`config.mk`:
```
export PLATFORM = sky130hd
export DESIGN_NAME = except_redirect_ctrl_flat
export DESIGN_NICKNAME = d
export VERILOG_FILES = /design/src/rtl/except_redirect_if.sv /design/src/rtl/except_redirect_ctrl.sv /design/src/flat_wrapper.sv
export SDC_FILE = /design/constraint.sdc
export NUM_CORES = 1
export LEC_CHECK = 0
export CORE_ASPECT_RATIO = 0.5
export CORE_MARGIN = 2
export CORE_UTILIZATION = 39
export DETAILED_ROUTE_END_ITERATION = 10
export PLACE_DENSITY = 0.88
export SETUP_SLACK_MARGIN = 0.05
export SLEW_MARGIN = 20
export SYNTH_ARGS = -nofsm -noshare
export SYNTH_HDL_FRONTEND = slang
export SYNTH_SLANG_ARGS = --single-unit
```
`constraint.sdc`:
```
create_clock -name clk -period 6.9 [get_ports clk]
set_input_delay 1.035 -clock clk [delete_from_list [all_inputs] [get_ports clk]]
set_output_delay 1.035 -clock clk [all_outputs]
set_load 0.05 [all_outputs]
```
`src/rtl/except_redirect_if.sv`:
```
// except_redirect_if
//   Bundles the signals between the exception decoder, CP0, fetch and hazard
//   logic and except_redirect_ctrl.
//   slave  : controller side (decoder/pipeline status in, CP0/fetch controls out)
//   master : environment side (drives status, observes controls)
//   Inputs to the controller : is_except, except_type, except_pc, pc_m,
//                              in_delayslot_m, stall_m, inst_pending, redirect_ready
//   Outputs of the controller: flush_all, flush_f, cp0_except_we, cp0_eret,
//                              cp0_exccode, cp0_bd, cp0_epc_wdata,
//                              redirect_valid, redirect_pc, busy
interface except_redirect_if;
  logic        is_except;
  logic [31:0] except_type;
  logic [31:0] except_pc;
  logic [31:0] pc_m;
  logic        in_delayslot_m;
  logic        stall_m;
  logic        inst_pending;
  logic        redirect_ready;

  logic        flush_all;
  logic        flush_f;
  logic        cp0_except_we;
  logic        cp0_eret;
  logic [4:0]  cp0_exccode;
  logic        cp0_bd;
  logic [31:0] cp0_epc_wdata;
  logic        redirect_valid;
  logic [31:0] redirect_pc;
  logic        busy;

  modport slave (
    input  is_except, except_type, except_pc, pc_m, in_delayslot_m,
           stall_m, inst_pending, redirect_ready,
    output flush_all, flush_f, cp0_except_we, cp0_eret, cp0_exccode,
           cp0_bd, cp0_epc_wdata, redirect_valid, redirect_pc, busy
  );

  modport master (
    output is_except, except_type, except_pc, pc_m, in_delayslot_m,
           stall_m, inst_pending, redirect_ready,
    input  flush_all, flush_f, cp0_except_we, cp0_eret, cp0_exccode,
           cp0_bd, cp0_epc_wdata, redirect_valid, redirect_pc, busy
  );
endinterface

```
`src/rtl/except_redirect_ctrl.sv`:
```
// except_redirect_ctrl
//   Sequences the pipeline response to an exception/ERET decoded at M:
//   commits it to CP0 once, flushes F..M, holds a PC redirect until fetch
//   takes it, then drains in-flight instruction fetches before releasing.
//   Ports:
//     clk    - rising-edge clock
//     resetn - asynchronous active-low reset
//     bus    - except_redirect_if.slave (see interface header for signals)
//   Parameters:
//     MIN_DRAIN - minimum cycles spent in DRAIN (1..15)
//     ERET_CODE - except_type[4:0] value meaning ERET
module except_redirect_ctrl #(
  parameter int         MIN_DRAIN = 2,
  parameter logic [4:0] ERET_CODE = 5'h0e
) (
  input  logic              clk,
  input  logic              resetn,
  except_redirect_if.slave  bus
);

  if (MIN_DRAIN < 1 || MIN_DRAIN > 15) begin : g_bad_param
    $error("MIN_DRAIN must be in 1..15");
  end

  localparam logic [3:0] DRAIN_INIT = 4'(MIN_DRAIN - 1);

  typedef enum logic [1:0] {
    S_IDLE     = 2'd0,
    S_REDIRECT = 2'd1,
    S_DRAIN    = 2'd2
  } state_t;

  state_t      state_q, state_d;
  logic [3:0]  drain_q, drain_d;
  logic [31:0] tgt_q;

  logic accept;
  logic is_eret;
  logic handshake;
  logic unused_type_hi;

  assign unused_type_hi = ^bus.except_type[31:5];

  assign is_eret   = (bus.except_type[4:0] == ERET_CODE);
  // resetn gates accept so no pulse can escape while reset is held.
  assign accept    = resetn & (state_q == S_IDLE) & bus.is_except & ~bus.stall_m;
  assign handshake = (state_q == S_REDIRECT) & bus.redirect_ready;

  // State register
  always_ff @(posedge clk or negedge resetn) begin
    if (!resetn) begin
      state_q <= S_IDLE;
      drain_q <= 4'd0;
      tgt_q   <= 32'd0;
    end else begin
      state_q <= state_d;
      drain_q <= drain_d;
      // Target is captured only on accept, so it stays frozen while
      // redirect_valid is up and later is_except pulses cannot disturb it.
      if (accept) tgt_q <= bus.except_pc;
    end
  end

  // Next-state logic
  always_comb begin
    state_d = state_q;
    drain_d = drain_q;
    case (state_q)
      S_IDLE: begin
        if (accept) state_d = S_REDIRECT;
      end
      S_REDIRECT: begin
        if (handshake) begin
          state_d = S_DRAIN;
          drain_d = DRAIN_INIT;
        end
      end
      S_DRAIN: begin
        // Counter saturates at 0; inst_pending can hold us here indefinitely.
        if (drain_q != 4'd0) drain_d = drain_q - 4'd1;
        if (drain_q == 4'd0 && !bus.inst_pending) state_d = S_IDLE;
      end
      default: begin
        state_d = S_IDLE;
        drain_d = 4'd0;
      end
    endcase
  end

  // Output logic
  always_comb begin
    bus.flush_all      = accept;
    bus.flush_f        = accept | (state_q != S_IDLE);
    bus.cp0_except_we  = accept & ~is_eret;
    bus.cp0_eret       = accept & is_eret;
    bus.cp0_exccode    = 5'd0;
    bus.cp0_bd         = 1'b0;
    bus.cp0_epc_wdata  = 32'd0;
    bus.redirect_valid = (state_q == S_REDIRECT);
    bus.redirect_pc    = tgt_q;
    bus.busy           = (state_q != S_IDLE);
    if (accept && !is_eret) begin
      bus.cp0_exccode   = bus.except_type[4:0];
      bus.cp0_bd        = bus.in_delayslot_m;
      // Delay-slot faults restart at the branch, one word back (wraps mod 2^32).
      bus.cp0_epc_wdata = bus.in_delayslot_m ? (bus.pc_m - 32'd4) : bus.pc_m;
    end
  end

endmodule

```
`src/flat_wrapper.sv`:
```
// flat-port wrapper written by rule: the top's interface ports become plain ports
module except_redirect_ctrl_flat 
#(
  parameter int         MIN_DRAIN = 2,
  parameter logic [4:0] ERET_CODE = 5'h0e
)
  (clk, resetn, bus_is_except, bus_except_type, bus_except_pc, bus_pc_m, bus_in_delayslot_m, bus_stall_m, bus_inst_pending, bus_redirect_ready, bus_flush_all, bus_flush_f, bus_cp0_except_we, bus_cp0_eret, bus_cp0_exccode, bus_cp0_bd, bus_cp0_epc_wdata, bus_redirect_valid, bus_redirect_pc, bus_busy);
  except_redirect_if bus_i ();
  input  logic clk;
  input  logic resetn;
  input wire logic [$bits(bus_i.is_except)-1:0] bus_is_except;
  input wire logic [$bits(bus_i.except_type)-1:0] bus_except_type;
  input wire logic [$bits(bus_i.except_pc)-1:0] bus_except_pc;
  input wire logic [$bits(bus_i.pc_m)-1:0] bus_pc_m;
  input wire logic [$bits(bus_i.in_delayslot_m)-1:0] bus_in_delayslot_m;
  input wire logic [$bits(bus_i.stall_m)-1:0] bus_stall_m;
  input wire logic [$bits(bus_i.inst_pending)-1:0] bus_inst_pending;
  input wire logic [$bits(bus_i.redirect_ready)-1:0] bus_redirect_ready;
  output wire logic [$bits(bus_i.flush_all)-1:0] bus_flush_all;
  output wire logic [$bits(bus_i.flush_f)-1:0] bus_flush_f;
  output wire logic [$bits(bus_i.cp0_except_we)-1:0] bus_cp0_except_we;
  output wire logic [$bits(bus_i.cp0_eret)-1:0] bus_cp0_eret;
  output wire logic [$bits(bus_i.cp0_exccode)-1:0] bus_cp0_exccode;
  output wire logic [$bits(bus_i.cp0_bd)-1:0] bus_cp0_bd;
  output wire logic [$bits(bus_i.cp0_epc_wdata)-1:0] bus_cp0_epc_wdata;
  output wire logic [$bits(bus_i.redirect_valid)-1:0] bus_redirect_valid;
  output wire logic [$bits(bus_i.redirect_pc)-1:0] bus_redirect_pc;
  output wire logic [$bits(bus_i.busy)-1:0] bus_busy;
  assign bus_i.is_except = bus_is_except;
  assign bus_i.except_type = bus_except_type;
  assign bus_i.except_pc = bus_except_pc;
  assign bus_i.pc_m = bus_pc_m;
  assign bus_i.in_delayslot_m = bus_in_delayslot_m;
  assign bus_i.stall_m = bus_stall_m;
  assign bus_i.inst_pending = bus_inst_pending;
  assign bus_i.redirect_ready = bus_redirect_ready;
  assign bus_flush_all = bus_i.flush_all;
  assign bus_flush_f = bus_i.flush_f;
  assign bus_cp0_except_we = bus_i.cp0_except_we;
  assign bus_cp0_eret = bus_i.cp0_eret;
  assign bus_cp0_exccode = bus_i.cp0_exccode;
  assign bus_cp0_bd = bus_i.cp0_bd;
  assign bus_cp0_epc_wdata = bus_i.cp0_epc_wdata;
  assign bus_redirect_valid = bus_i.redirect_valid;
  assign bus_redirect_pc = bus_i.redirect_pc;
  assign bus_busy = bus_i.busy;
  except_redirect_ctrl #(.MIN_DRAIN(MIN_DRAIN), .ERET_CODE(ERET_CODE)) u_core (.clk(clk), .resetn(resetn), .bus(bus_i));
endmodule
```
==> flow_summary_export.csv <==
group,metric,value,unit
clock_network,clock_sinks,38,
hold_path,hold_class,"register to register",
die,fp-row-count,21,
die,ios,179,
sta,relSlewSlack,42.1,%
grt,grt_pass1_wl,12000,um
worst_setup_path,cp_data_required_time,5.86,ns
detailed_routing,wirelength,7570,um
clock_network,post_cts_buffers,0,
die,start_util,39.8,%
placed_design,io_buffers,151,
worst_setup_path,crit_path_max_fanout,25,
synth,yosysUniqueCellTypes,47,
sta,fmax,188,MHz
worst_setup_path,worstSetupEndpointType,"primary output",
sta,final.min_clock_period,5.32,ns
pwr,power_density,354,nW/um^2
placed_design,hpwl,5630,um
synth,synthFlopType,"dfrtp_1",
detailed_routing,routed_via_density,4.98,
placed_design,place.gp.congestion,0.782,
grt,grt_pass1_vias,2521,
synth,synth_edf_count,0,
worst_setup_path,cp.arrival,4.28,ns
synth,post_synth_main_area_contributors,"dfrtp_1 (36%), nand2_1 (16%), or4_1 (4.3%)",
synth,synth_largest_area_cell,"dfrtp_1",
sta,fin_tns_setup,0,ns
die,die_x,120,um
detailed_routing,final_antenna_net_count,0,
sta,finClkSkew,0.00404,ns
detailed_routing,drcViolationCount,0,
synth,synth_seq_cells,38,
finish,multi_input_comb_area,1510,sq um
synth,avgSynthCellArea,7.87,sq um
grt,grt-ovfl-total,0,
grt,antenna_found_initial,0,
sta,hold_violations,0,
synth,syn_area,2610,sq um
synth,yosysMostFrequentCell,"nand2_1",
placed_design,dpl_cell_area,4150,sq um
finish,n_antenna_cell,0,
finish,drive_above_1_share,4.39,%
finish,regArea,951,sq um
detailed_routing,vias,2841,
clock_network,numCtsBuffers,5,
sta,rsz0062_at_grt,"no",
clock_network,cts_htree_levels,2,
sta,worst_pin_slew,0.869,ns
die,dieArea,7410,sq um
worst_setup_path,criticalPathCategory,"input port to primary output",
sta,setup_viol,0,
grt,grtUsageTotal,20.0,%
sta,maxSlewViolCount,0,
synth,synth.top_cells.by_count,"nand2_1 (109), dfrtp_1 (38), nor2_1 (20)",
pwr,peakVddDrop,0.232,mV
synth,synth.yosys.seq_area_share,36.4,%
detailed_routing,detail_route.first_pass.iterations,4,
finish,area_growth,65.2,%
finish,nFillCells,573,
detailed_routing,drt-wirelength-per-cell,13.3,um
pwr,p_leak,1.77,nW
grt,grt_max_degree,40,
clock_network,clk_pin_slew_worst_paths,0.05,ns
worst_setup_path,worst_setup_path_start_kind,"input port",
clock_network,cts_root_buffer,"clkbuf_16",
finish,stdcell_area,4310,sq um
die,core,6570,sq um
synth,synthCells,332,
flow_run,maxCapViolCount,0,
status,run_status,"finished clean",
clock_network,cts_hold_buf,0,
clock_network,cts.path.max_buffers,2,
clock_network,clock_latency,0.28,ns
synth,synth_top_cell_area_share,36.4,%
die,die_h,61.9,um
synth,yosysWarnings,0,
detailed_routing,drtIter0Drc,181,
clock_network,postCtsResizedCells,0,
finish,nNetsFinal,587,
synth,async_reset_ff_share,100,%
sta,timing.final.crit_share,77.1,%
clock_network,cts_tree,"built",
synth,syn_nets,441,
critical path, stage by stage:
cell and delay, ns:
clkdlybuf4s50_1 0.50, nor4_1 0.48, nand4b_2 0.57, or4_1 0.67, a21oi_1 0.19, clkdlybuf4s50_1 0.84
cell type report:
class                      count  share of cell area [%]
tap                           92                    2.67
clock buffer                   6                    3.22
inverter                      13                    1.13
multi-input combinational    267                    35.0
timing repair buffer         153                    35.3
clock inverter                 1                   0.696
sequential                    38                    22.0
layer usage:
| layer | part of all wire [%] | global-route usage (%) |
|---|---|---|
| met5 | 0 | 0 |
| met3 | 3.4 | 3.83 |
| met4 | 1.3 | 5.55 |
| met1 | 45 | 25.1 |
| met2 | 50 | 36.9 |
worst paths after layout:
check | startpoint | endpoint | slack (ns) | depth (start not counted)
max | bus_pc_m[10] | bus_cp0_epc_wdata[21] | 1.58 | 6
min | u_core.bus.redirect_pc[5]$_DFFE_PN0P_ | u_core.bus.redirect_pc[5]$_DFFE_PN0P_ | 0.47 | 2
max in group asynchronous | resetn | u_core.bus.redirect_pc[29]$_DFFE_PN0P_ | 5.48 | 1
max reg2reg | u_core.state_q[1]$_DFFE_PN0P_ | u_core.state_q[0]$_DFFE_PN0P_ | 4.68 | 7
min in group asynchronous | resetn | u_core.bus.redirect_pc[15]$_DFFE_PN0P_ | 0.87 | 1
min reg2reg | u_core.bus.redirect_pc[5]$_DFFE_PN0P_ | u_core.bus.redirect_pc[5]$_DFFE_PN0P_ | 0.47 | 2
cell usage in the layout (no fill, tap or decap), drive strengths merged, types with 2 or more instances in the layout:
master and count:
clkdlybuf4s50 150, nand2 109, dfrtp 38, nor2 20, a21oi 17, or4 16
inv 12, o31ai 11, nor4 10, nor3 9, xnor2 8, and2 7
ha 6, clkbuf 6, nand4 5, nand3 4, nand2b 4, xor2 4
nand4b 4, or3 4, mux2i 3, o21ai 3, buf 3, and4b 2
o41ai 2, or4b 2, o21a 2, mux2 2, nor2b 2
state kept, by name, indices dropped and copies added, names as in the netlist:
name and flops:
u_core.drain_q 4, u_core.bus.redirect_pc 32, u_core.state_q 2
through the flow:
stage          total power, mW  util [%]  instances  hold slack (ns)  worst slack [ns]
2_1_floorplan            0.954         -        332            0.510              2.53
3_3_place_gp              1.26      63.1        563            0.457              1.66
3_5_place_dp              1.28      63.1        563            0.462              1.58
4_1_cts                   1.54      65.7        570            0.475              1.58
5_1_grt                   1.61      65.7        570            0.485              1.34
6_report                  1.53      65.7        570            0.469              1.58
cell families after synthesis:
family	synth area share [%]
multiplexers	2.01
AND/OR/NAND/NOR	39.1
flip-flops	36.4
XOR/XNOR	4.02
buffers and inverters	5.80
AO/OA/AOI/OAI	9.82
adder cells (fa/ha/maj)	2.87
power by group:
part	total (mW)	leakage (nW)	internal [mW]	switching (mW)
clock	0.260	0.0829	0.178	0.0822
combinational	0.901	1.21	0.308	0.593
sequential	0.368	0.480	0.319	0.0498
Note: power is estimated with default switching activity, not from simulation.
